### src/rtl/freq_div_pkg.sv
// Shared types and constants for the divider ratio-update controller.
package freq_div_pkg;

    localparam int RATIO_W   = 10;
    localparam int RATIO_MIN = 2;

    typedef enum logic [2:0] {
        IDLE  = 3'd0,
        SETUP = 3'd1,
        REQ   = 3'd2,
        HOLD  = 3'd3,
        REL   = 3'd4,
        GAP   = 3'd5
    } ratio_ctrl_state_e;

    // Largest of three counts, used to size the shared down-counter.
    function automatic int max3(input int a, input int b, input int c);
        int m;
        m = (a > b) ? a : b;
        m = (m > c) ? m : c;
        return m;
    endfunction

endpackage

### src/rtl/freq_div_ratio_ctrl_bit_sync.sv
// Reset-able flop chain that brings an asynchronous level into the clkin domain.
module bit_sync #(
    parameter int SYNC_STAGES = 2
) (
    input  logic clkin,
    input  logic rst,
    input  logic d,
    output logic q
);

    logic [SYNC_STAGES-1:0] sync_q;

    // Shift the raw input through the chain; reset clears every stage.
    always_ff @(posedge clkin) begin
        if (rst) begin
            sync_q <= '0;
        end else begin
            sync_q <= {sync_q[SYNC_STAGES-2:0], d};
        end
    end

    assign q = sync_q[SYNC_STAGES-1];

endmodule

### src/rtl/freq_div_ratio_ctrl.sv
// Requester side of the divider ratio-update handshake.
//
// state | meaning
// IDLE  | ready for a host ratio; out-of-range ratios pulse cfg_err
// SETUP | new ratio presented, waiting for a low ack before raising req
// REQ   | req high, waiting for ack (bounded by TIMEOUT)
// HOLD  | ack seen, req held for HOLD_CYCLES more cycles
// REL   | req low, waiting for ack to drop (bounded by TIMEOUT)
// GAP   | quiet time before the next request is accepted
module freq_div_ratio_ctrl
    import freq_div_pkg::*;
#(
    parameter int RATIO_W     = freq_div_pkg::RATIO_W,
    parameter int RATIO_MIN   = freq_div_pkg::RATIO_MIN,
    parameter int RESET_RATIO = 10,
    parameter int SYNC_STAGES = 2,
    parameter int HOLD_CYCLES = 2,
    parameter int GAP_CYCLES  = 4,
    parameter int TIMEOUT     = 1023
) (
    input  logic               clkin,
    input  logic               rst,
    input  logic [RATIO_W-1:0] cfg_ratio,
    input  logic               cfg_valid,
    output logic               cfg_ready,
    output logic               cfg_err,
    output logic [RATIO_W-1:0] ratio,
    output logic               ratio_upd_req,
    input  logic               ratio_upd_ack,
    output logic [RATIO_W-1:0] cur_ratio,
    output logic               busy,
    output logic               timeout
);

    localparam int CNT_W = $clog2(max3(TIMEOUT, HOLD_CYCLES, GAP_CYCLES) + 1);

    // Counter load values: a count of N cycles runs the counter from N-1 down to 0.
    localparam logic [CNT_W-1:0]   TMO_LOAD  = CNT_W'(TIMEOUT - 1);
    localparam logic [CNT_W-1:0]   HOLD_LOAD = CNT_W'(HOLD_CYCLES - 1);
    localparam logic [CNT_W-1:0]   GAP_LOAD  = CNT_W'(GAP_CYCLES - 1);
    localparam logic [RATIO_W-1:0] MIN_V     = RATIO_W'(RATIO_MIN);
    localparam logic [RATIO_W-1:0] RST_V     = RATIO_W'(RESET_RATIO);

    ratio_ctrl_state_e  state, state_nxt;
    logic [CNT_W-1:0]   cnt, cnt_nxt;
    logic               req_nxt;
    logic [RATIO_W-1:0] ratio_nxt, cur_ratio_nxt;
    logic               cfg_err_nxt, timeout_nxt;
    logic               ack_s;
    logic               xfer;

    bit_sync #(
        .SYNC_STAGES (SYNC_STAGES)
    ) u_ack_sync (
        .clkin (clkin),
        .rst   (rst),
        .d     (ratio_upd_ack),
        .q     (ack_s)
    );

    assign cfg_ready = (state == IDLE);
    assign busy      = (state != IDLE);
    assign xfer      = cfg_valid & cfg_ready;

    // State, shared counter and all registered outputs.
    always_ff @(posedge clkin) begin
        if (rst) begin
            state         <= IDLE;
            cnt           <= '0;
            ratio_upd_req <= 1'b0;
            ratio         <= RST_V;
            cur_ratio     <= RST_V;
            cfg_err       <= 1'b0;
            timeout       <= 1'b0;
        end else begin
            state         <= state_nxt;
            cnt           <= cnt_nxt;
            ratio_upd_req <= req_nxt;
            ratio         <= ratio_nxt;
            cur_ratio     <= cur_ratio_nxt;
            cfg_err       <= cfg_err_nxt;
            timeout       <= timeout_nxt;
        end
    end

    // Next-state logic; the counter is reloaded on every state change that needs it.
    always_comb begin
        state_nxt     = state;
        cnt_nxt       = cnt;
        req_nxt       = ratio_upd_req;
        ratio_nxt     = ratio;
        cur_ratio_nxt = cur_ratio;
        cfg_err_nxt   = 1'b0;
        timeout_nxt   = 1'b0;
        case (state)
            IDLE: begin
                if (xfer) begin
                    if (cfg_ratio < MIN_V) begin
                        cfg_err_nxt = 1'b1;
                    end else begin
                        ratio_nxt = cfg_ratio;
                        state_nxt = SETUP;
                    end
                end
            end
            SETUP: begin
                // A stale high ack from an abandoned handshake is absorbed here.
                if (!ack_s) begin
                    req_nxt   = 1'b1;
                    cnt_nxt   = TMO_LOAD;
                    state_nxt = REQ;
                end
            end
            REQ: begin
                if (ack_s) begin
                    cur_ratio_nxt = ratio;
                    cnt_nxt       = HOLD_LOAD;
                    state_nxt     = HOLD;
                end else if (cnt == '0) begin
                    timeout_nxt = 1'b1;
                    req_nxt     = 1'b0;
                    cnt_nxt     = TMO_LOAD;
                    state_nxt   = REL;
                end else begin
                    cnt_nxt = cnt - CNT_W'(1);
                end
            end
            HOLD: begin
                if (cnt == '0) begin
                    req_nxt   = 1'b0;
                    cnt_nxt   = TMO_LOAD;
                    state_nxt = REL;
                end else begin
                    cnt_nxt = cnt - CNT_W'(1);
                end
            end
            REL: begin
                if (!ack_s) begin
                    cnt_nxt   = GAP_LOAD;
                    state_nxt = GAP;
                end else if (cnt == '0) begin
                    timeout_nxt = 1'b1;
                    cnt_nxt     = GAP_LOAD;
                    state_nxt   = GAP;
                end else begin
                    cnt_nxt = cnt - CNT_W'(1);
                end
            end
            GAP: begin
                if (cnt == '0) begin
                    state_nxt = IDLE;
                end else begin
                    cnt_nxt = cnt - CNT_W'(1);
                end
            end
            default: begin
                req_nxt   = 1'b0;
                state_nxt = IDLE;
            end
        endcase
    end

endmodule

### config.mk
export PLATFORM = sky130hd
export DESIGN_NAME = freq_div_ratio_ctrl
export DESIGN_NICKNAME = d
export VERILOG_FILES = /design/src/rtl/freq_div_pkg.sv /design/src/rtl/freq_div_ratio_ctrl_bit_sync.sv /design/src/rtl/freq_div_ratio_ctrl.sv
export SDC_FILE = /design/constraint.sdc
export NUM_CORES = 1
export LEC_CHECK = 0
export ABC_AREA = 1
export ABC_CLOCK_PERIOD_IN_PS = 3710
export CAP_MARGIN = 20
export CORE_MARGIN = 2
export CORE_UTILIZATION = 45
export DETAILED_ROUTE_END_ITERATION = 7
export GPL_TIMING_DRIVEN = 0
export PLACE_DENSITY = 0.82
export SYNTH_ARGS = -nofsm -noshare
export SYNTH_HDL_FRONTEND = slang
export SYNTH_SLANG_ARGS = --single-unit
### constraint.sdc
create_clock -name clkin -period 3.71 [get_ports clkin]
set_input_delay 1.113 -clock clkin [delete_from_list [all_inputs] [get_ports clkin]]
set_output_delay 1.113 -clock clkin [all_outputs]
set_load 0.01 [all_outputs]
==> summary.txt, run 1 <==
Run status
  – Status: finished, final reports clean

Pwr
  – Switching share of power: 0.383
  – Combinational share of power: 0.409
  – P_leak: 1.03 nW
  – P_int: ~0.88 mW
  – Reg power frac: 0.376
  – Peak supply drop: 0.360 mV
  – Clock share of power: 0.215
  – P per Cell Area: just over 600 mW/mm^2
  – NetSw: 0.545 mW

Yosys
  – Largest family of logic cells by synthesized area: simple AND/OR/NAND/NOR gates
  – Post-Synth Simple-Gate Area: 0.334
  – Compound-Gate Fraction of Synth Area: 0.120
  – Multiplexer share of the synthesized area: 0
  – YS warnings: 0
  – Sequential share of the synthesized area: 0.421
  – Top-area cell type share of the netlist area: 0.421
  – Area leader, netlist: dfxtp_1
  – Synth unique cells: 29
  – Top cells by area, synth: dfxtp_1 (42%), nand2_1 (16%), nor2_1 (6.9%), a21oi_1 (6.4%), nand3_1 (5.0%)
  – Yosys reg bits: 38
  – Syn Nets: 280
  – Post-Synth Adder-Cell Area: 0.0139
  – Cells after Synth: roughly 260
  – Synthesized cell area: 0.00181 sq mm
  – Synth Area per Inst: slightly below 7 sq um
  – Synth Area in XOR/XNOR: 0.0291

Timing
  – Worst slew pin tran: about 520 ps
  – Final period util: 0.740
  – Final hold viol count: 0
  – Post-layout min period: ~2700 ps
  – Final-report setup violation count: 0
  – Layout Skew: 3.54 ps
  – Setup TNS: 0 ps
  – Fmax: between 0.3 and 0.4 GHz
  – Fin. max-slew vios: 0
  – Worst slew margin: 0.653
  – Setup repair after global routing missed its margin: false

Detailed routing
  – Post-route ant nets: 0
  – DRC Markers: 0
  – DR top layer: met4
  – Drt via density: ~4.9
  – Met3 wire length: approximately 340 um
  – WL final: 4170 um
  – DR pass1 iterations: 4
  – Via count: around 1.8k
  – Routed WL per cell: between 10 and 15 um
  – WL met1: 1890 um
  – Initial drt markers: between 90 and 100
  – Met2 WL post-DR: 1880 um

Cells and area
  – Final Non-Filler Cells: about 360
  – Antenna Cells: 0
  – Nets: between 300 and 400
  – Area grow syn2layout: 29.4%
  – Final core occ: 0.593
  – FF+latch area: around 760 sq um
  – Share of cells above drive strength 1: 0.0906
  – Area used by multi-input combinational logic: roughly 900 sq um
  – Filler cells: 352

Floorplan
  – Core ar.: approximately 0.0039 sq mm
  – FP Rows: 23
  – Boundary pin count: 39
  – Initial cell density of the core: 0.458
  – Die ar.: ~0.0045 sq mm
  – Die width: 67.4 um
  – Die height: between 60 and 70 um

Place
  – DP Wirelength: 3060 um
  – Buffers on Ports: 37
  – GP Congestion: approximately 0.88
  – Placed cell count: ~350

Critical path
  – Setup crit start kind: flip-flop
  – Crit. End Element: output port
  – Data arrival time of the worst path: around 1600 ps
  – Kind of critical path: flip-flop to output port
  – Worst Path Max Fanout: 5
  – Worst EP required: between 2000 and 3000 ps

Clock network
  – Root Driver: clkbuf_8
  – Post-CTS Hold Fix Bufs: 0
  – Post-CTS setup repair buffer count: 0
  – H-tree depth: 2
  – TritonCTS clock tree: built
  – Clock latency on the worst-skew pair: 290 ps
  – # clock sinks: 38
  – Max clock buf depth: 2
  – Reg clk slew, reported paths: roughly 80 ps
  – CTS buffer count: 5
  – CTS resizes: 0

GRT
  – Initial antenna violation count: 0
  – Largest net degree at the start of global routing: 14
  – Vias in the first global route: ~1.6k
  – Overflow after GRT: 0
  – GRT Util Overall: 0.209
  – Global-route wire length before repair: slightly above 7000 um

Worst hold path
  – Hold Crit Class: flip-flop to flip-flop

Job
  – Max Cap Viol: 0
-- layout make-up --
cell class / instances / share of cell area
timing repair buffer: 37 / 0.158
tap: 50 / 0.0268
inverter: 28 / 0.0449
sequential: 38 / 0.325
multi-input combinational: 190 / 0.384
clock buffer: 6 / 0.0353
clock inverter: 2 / 0.00696
buffer: 8 / 0.0182
-- cells in the mapped netlist --
cell and number:
dfxtp_1 38, nor2_4 1, inv_2 6, clkbuf_1 4, nand3_1 18, nor3_2 2
xor2_1 6, o21ai_0 9, buf_4 1, o21ai_2 1, o21ai_1 5, buf_2 1
nor2_2 2, nor3_1 2, nand4_1 1, nand3_2 1, nor3b_1 1, inv_1 22
nand2_1 76, or2_1 1, buf_6 1, nor2_1 33, ha_1 2, a21oi_2 1
buf_1 1, nand2_2 2, a211oi_1 2, a21oi_1 23, and2_2 1
-- worst paths after layout --
| check | startpoint | end | slack [ps] | cells after the start |
|---|---|---|---|---|
| max | state[0]$_SDFFE_PP0P_ | cfg_ready | 960 | 4 |
| min | u_ack_sync.sync_q[0]$_SDFF_PP0_ | u_ack_sync.sync_q[1]$_SDFF_PP0_ | 410 | 2 |
| max reg2reg | cnt[0]$_SDFFE_PP0P_ | state[0]$_SDFFE_PP0P_ | 1800 | 10 |
| min reg2reg | u_ack_sync.sync_q[0]$_SDFF_PP0_ | u_ack_sync.sync_q[1]$_SDFF_PP0_ | 410 | 2 |
-- power by group through the flow --
stage               clock network [mW]  logic (mW)  registers [mW]
global route                     0.333       0.665           0.545
finish                           0.306       0.582           0.534
CTS                              0.318       0.585           0.534
detailed placement                   0       0.580           0.541
global placement                     0       0.570           0.540
floorplan                            0       0.406           0.545
-- registers in the layout (all words and copies together) (netlist names) --
signal and cells:
cfg_err 1, cnt 10, cur_ratio 10, u_ack_sync.sync_q 2, state 3, ratio_upd_req 1, timeout 1, ratio 10
-- layout by cell type (no fill, tap or decap) --
master           synthesis  routed
clkbuf_1                 4       4
o21ai_2                  1       1
clkdlybuf4s50_1          0      37
o21ai_1                  5       5
nor3b_1                  1       1
clkinvlp_4               0       1
ha_1                     2       2
nor2_4                   1       1
xor2_1                   6       6
inv_1                   22      22
nand4_1                  1       1
nand2_1                 76      76
buf_4                    1       1
nor3_1                   2       2
a211oi_1                 2       2
a21oi_1                 23      23
buf_6                    1       1
inv_2                    6       6
nor2_1                  33      33
a21oi_2                  1       1
inv_6                    0       1
or2_1                    1       1
nor2_2                   2       2
buf_2                    1       1
dfxtp_1                 38      38
nand2_2                  2       2
o21ai_0                  9       9
nor3_2                   2       2
nand3_1                 18      18
and2_2                   1       1
clkbuf_8                 0       6
buf_1                    1       1
nand3_2                  1       1
-- metal layers --
layer / global-route usage / vias up
met5: 0 / -
met3: 0.0750 / 7
met1: 0.248 / 789
met4: 0.0791 / 0
met2: 0.345 / 57
li1: - / 923
-- stage by stage --
step | setup WS, ps | hold slack, ps | power, mW | area, sq um
final | 965 | 415 | 1.42 | 2340
after detailed placement | 1160 | 408 | 1.12 | 2240
after global placement | 1190 | 391 | 1.11 | 2240
after global routing | 882 | 444 | 1.54 | 2340
after CTS | 960 | 419 | 1.44 | 2340
after floorplan | 1710 | 388 | 0.951 | 1810
-- worst max-delay path, cell delays in order, from the launching register on --
cell and delay, ps:
dfxtp_1 350, inv_1 140, nand2_1 90, nor2_2 180
clkdlybuf4s50_1 580
-- cells by family (layout without fill, tap and decap cells) --
kind of cell             after synthesis  after routing
AO/OA/AOI/OAI                         41             41
XOR/XNOR                               6              6
adder cells (fa/ha/maj)                2              2
buffers and inverters                 36             81
flip-flops                            38             38
AND/OR/NAND/NOR                      141            141
Note: power is estimated with default switching activity, not from simulation.
==> inputs of run 2 (changes only) <==
--- a/config.mk
+++ b/config.mk
@@ -6,7 +6,7 @@
 export NUM_CORES = 1
 export LEC_CHECK = 0
 export ABC_AREA = 1
-export ABC_CLOCK_PERIOD_IN_PS = 3710
+export ABC_CLOCK_PERIOD_IN_PS = 2900
 export CAP_MARGIN = 20
 export CORE_MARGIN = 2
 export CORE_UTILIZATION = 45
==> constraint.sdc (replaced) <==
create_clock -name clkin -period 2.9 [get_ports clkin]
set_input_delay 0.87 -clock clkin [delete_from_list [all_inputs] [get_ports clkin]]
set_output_delay 0.87 -clock clkin [all_outputs]
set_load 0.01 [all_outputs]
==> results of run 2 <==
Same layout as run 1 (identical final DEF). Status: finished, final reports clean.
Main changes from that run: setup slack after placement 1160 ps -> 592 ps; setup slack after layout 965 ps -> 398 ps; register-to-register setup slack 1800 ps -> 990 ps; total power 1.42 mW -> 1.82 mW; worst IR drop on VDD 0.360 mV -> 0.460 mV
==> RTL change, RTL diff (settings of run 1) <==
The 6 states of `ratio_ctrl_state_e` get a one-hot encoding in 6 bits.
--- a/src/rtl/freq_div_pkg.sv
+++ b/src/rtl/freq_div_pkg.sv
@@ -6,9 +6,9 @@
 
-    typedef enum logic [2:0] {
-        IDLE  = 3'd0,
-        SETUP = 3'd1,
-        REQ   = 3'd2,
-        HOLD  = 3'd3,
-        REL   = 3'd4,
-        GAP   = 3'd5
+    typedef enum logic [5:0] {
+        IDLE  = 6'b000001,
+        SETUP = 6'b000010,
+        REQ   = 6'b000100,
+        HOLD  = 6'b001000,
+        REL   = 6'b010000,
+        GAP   = 6'b100000
     } ratio_ctrl_state_e;
Formal check against the unedited RTL: same outputs for any inputs over 10 cycles, from zero or initial values and one cycle with rst high; not proved beyond that.
==> RTL change against run 1 <==
Non-clock buffer count down 1. Routed wire length is 12% higher. First-iteration DRC count down 32%. Final area grew 12%. Setup slack lost 0.051 ns. Synthesized cell count up 12%. Sequential cell count is 3 higher. Via count is 10% higher. Area after synthesis rose by 14%. Critical endpoint unchanged.
Power is not compared: it rests on default switching activity, and its combinational part moved more than twofold at a synthesized area within 25%.
==> RTL change: results (changes against run 1) <==
Outcome
  • Status: completed

Global route
  • Initial antenna violation count: 0 (unchanged)
  • First-pass GRT wire length: 8.17 mm (+15%)
  • Tot GR Track Use: 0.199 (-0.0103)
  • Vias in the first global route: 1898 (+15%)
  • Largest net degree at the start of global routing: 14 (unchanged)

Final layout
  • Largest regs: cnt x10, cur_ratio x10, ratio x10
  • Final nets: 356 (+9.9%)
  • Number of fill cells: 395 (+12%)
  • Layout cells sized above 1: 0.114 (+0.0238)
  • Final cell count without fillers: 393 (+9.5%)
  • Multi-input combinational cell area: 1050 µm² (+17%)

Timing
  • Worst hold slack: 0.405 ns (-0.00940 ns)
  • Final Cycle Share: 0.754 (+0.0137)
  • Skew final: 0.00263 ns (-0.000911 ns)
  • Measured slew at the worst slew-check pin: 0.532 ns (+0.0120 ns)

Synth
  • Syn avg cell area: 7.01 µm² (+2.4%)
  • Register area share after synthesis: 0.397 (-0.0240)
  • Netlist cell types: 27 (-6.9%)
  • Synth top area cells: dfxtp_1 40%, nor2_1 11%, nand2_1 8.9%
  • Top cells by count, synth: 60 x nor2_1, 49 x nand2_1, 41 x dfxtp_1

Drt
  • Via density: 4.98 (+0.66%)
  • DRT Wirelength: 4.67 mm (+12%)
  • Initial DRC count: 67 (-32%)

Clock network
  • Post-CTS setup buffers: 0 (unchanged)
  • Longest Clk Path Bufs: 2 (unchanged)
  • Root Buffer: clkbuf_8
  • Post-CTS Resized: 0 (unchanged)

Setup path
  • WP data arrival: 1.68 ns (+0.05 ns)
  • Reg-to-reg slack, setup: 2.08 ns (+0.28 ns)
  • Critical path origin: state[5]$_SDFFE_PP0P_
  • R2R depth: 9 (-1)
  • Worst R2R End: cnt[9]$_SDFFE_PP0P_
  • R2r startpoint: cnt[0]$_SDFFE_PP0P_
  • Crit Path Max Fanout: 7 (+2)

Hold path
  • Hold Path Stages: 2 (unchanged)

Place
  • Detail Placement HPWL: 3.41 mm (+12%)
  • Placed Area: 2510 µm² (+12%)
  • Gpl congestion: 0.847 (-3.3%)
  • Port Buffers: 38 (+2.7%)

Power
  • Static leakage: 1.28 nW
==> RTL change: layout make-up <==
| type | count | area share |
|---|---|---|
| well taps | 52 | 0.0248 |
| clock inverters | 2 | 0.0148 |
| inverters | 42 | 0.0601 |
| multi-input cells | 206 | 0.402 |
| repair buffers | 38 | 0.145 |
| plain buffers | 6 | 0.0129 |
| flip-flops and latches | 41 | 0.313 |
| clock buffers | 6 | 0.0277 |
==> RTL change: critical path, cell delays in order (launching register included) <==
cell	delay, ns
dfxtp_1	0.36
nor2_4	0.22
nand4_4	0.18
inv_1	0.09
clkdlybuf4s50_1	0.53
==> RTL change: kinds of logic (layout without fill, tap and decap cells) <==
group / Yosys count / count (layout) / share of synthesized area
XOR/XNOR: 6 / 6 / 0.0254
flip-flops: 41 / 41 / 0.397
AO/OA/AOI/OAI: 46 / 46 / 0.121
AND/OR/NAND/NOR: 152 / 152 / 0.352
adder cells (fa/ha/maj): 2 / 2 / 0.0121
buffers and inverters: 48 / 94 / 0.0926
==> RTL change: worst min-delay path by stage <==
stage                                       to
4_1_cts        u_ack_sync.sync_q[1]$_SDFF_PP0_
3_3_place_gp   u_ack_sync.sync_q[1]$_SDFF_PP0_
3_5_place_dp   u_ack_sync.sync_q[1]$_SDFF_PP0_
2_1_floorplan  u_ack_sync.sync_q[1]$_SDFF_PP0_
5_1_grt        u_ack_sync.sync_q[1]$_SDFF_PP0_
6_report       u_ack_sync.sync_q[1]$_SDFF_PP0_
==> RTL change: power groups by stage <==
stage               Combinational, mW  Sequential (mW)  Clock, mW
detailed placement              0.212            0.490          0
CTS                             0.214            0.480      0.373
global placement                0.208            0.490          0
global route                    0.237            0.483      0.386
floorplan                       0.127            0.495          0
finish                          0.212            0.480      0.365
==> RTL change: metal layers <==
| metal | GRT usage | part of all wire |
|---|---|---|
| met4 | 0.0671 | 0.013 |
| met5 | 0 | 0 |
| met2 | 0.355 | 0.49 |
| met1 | 0.222 | 0.43 |
| met3 | 0.0633 | 0.065 |
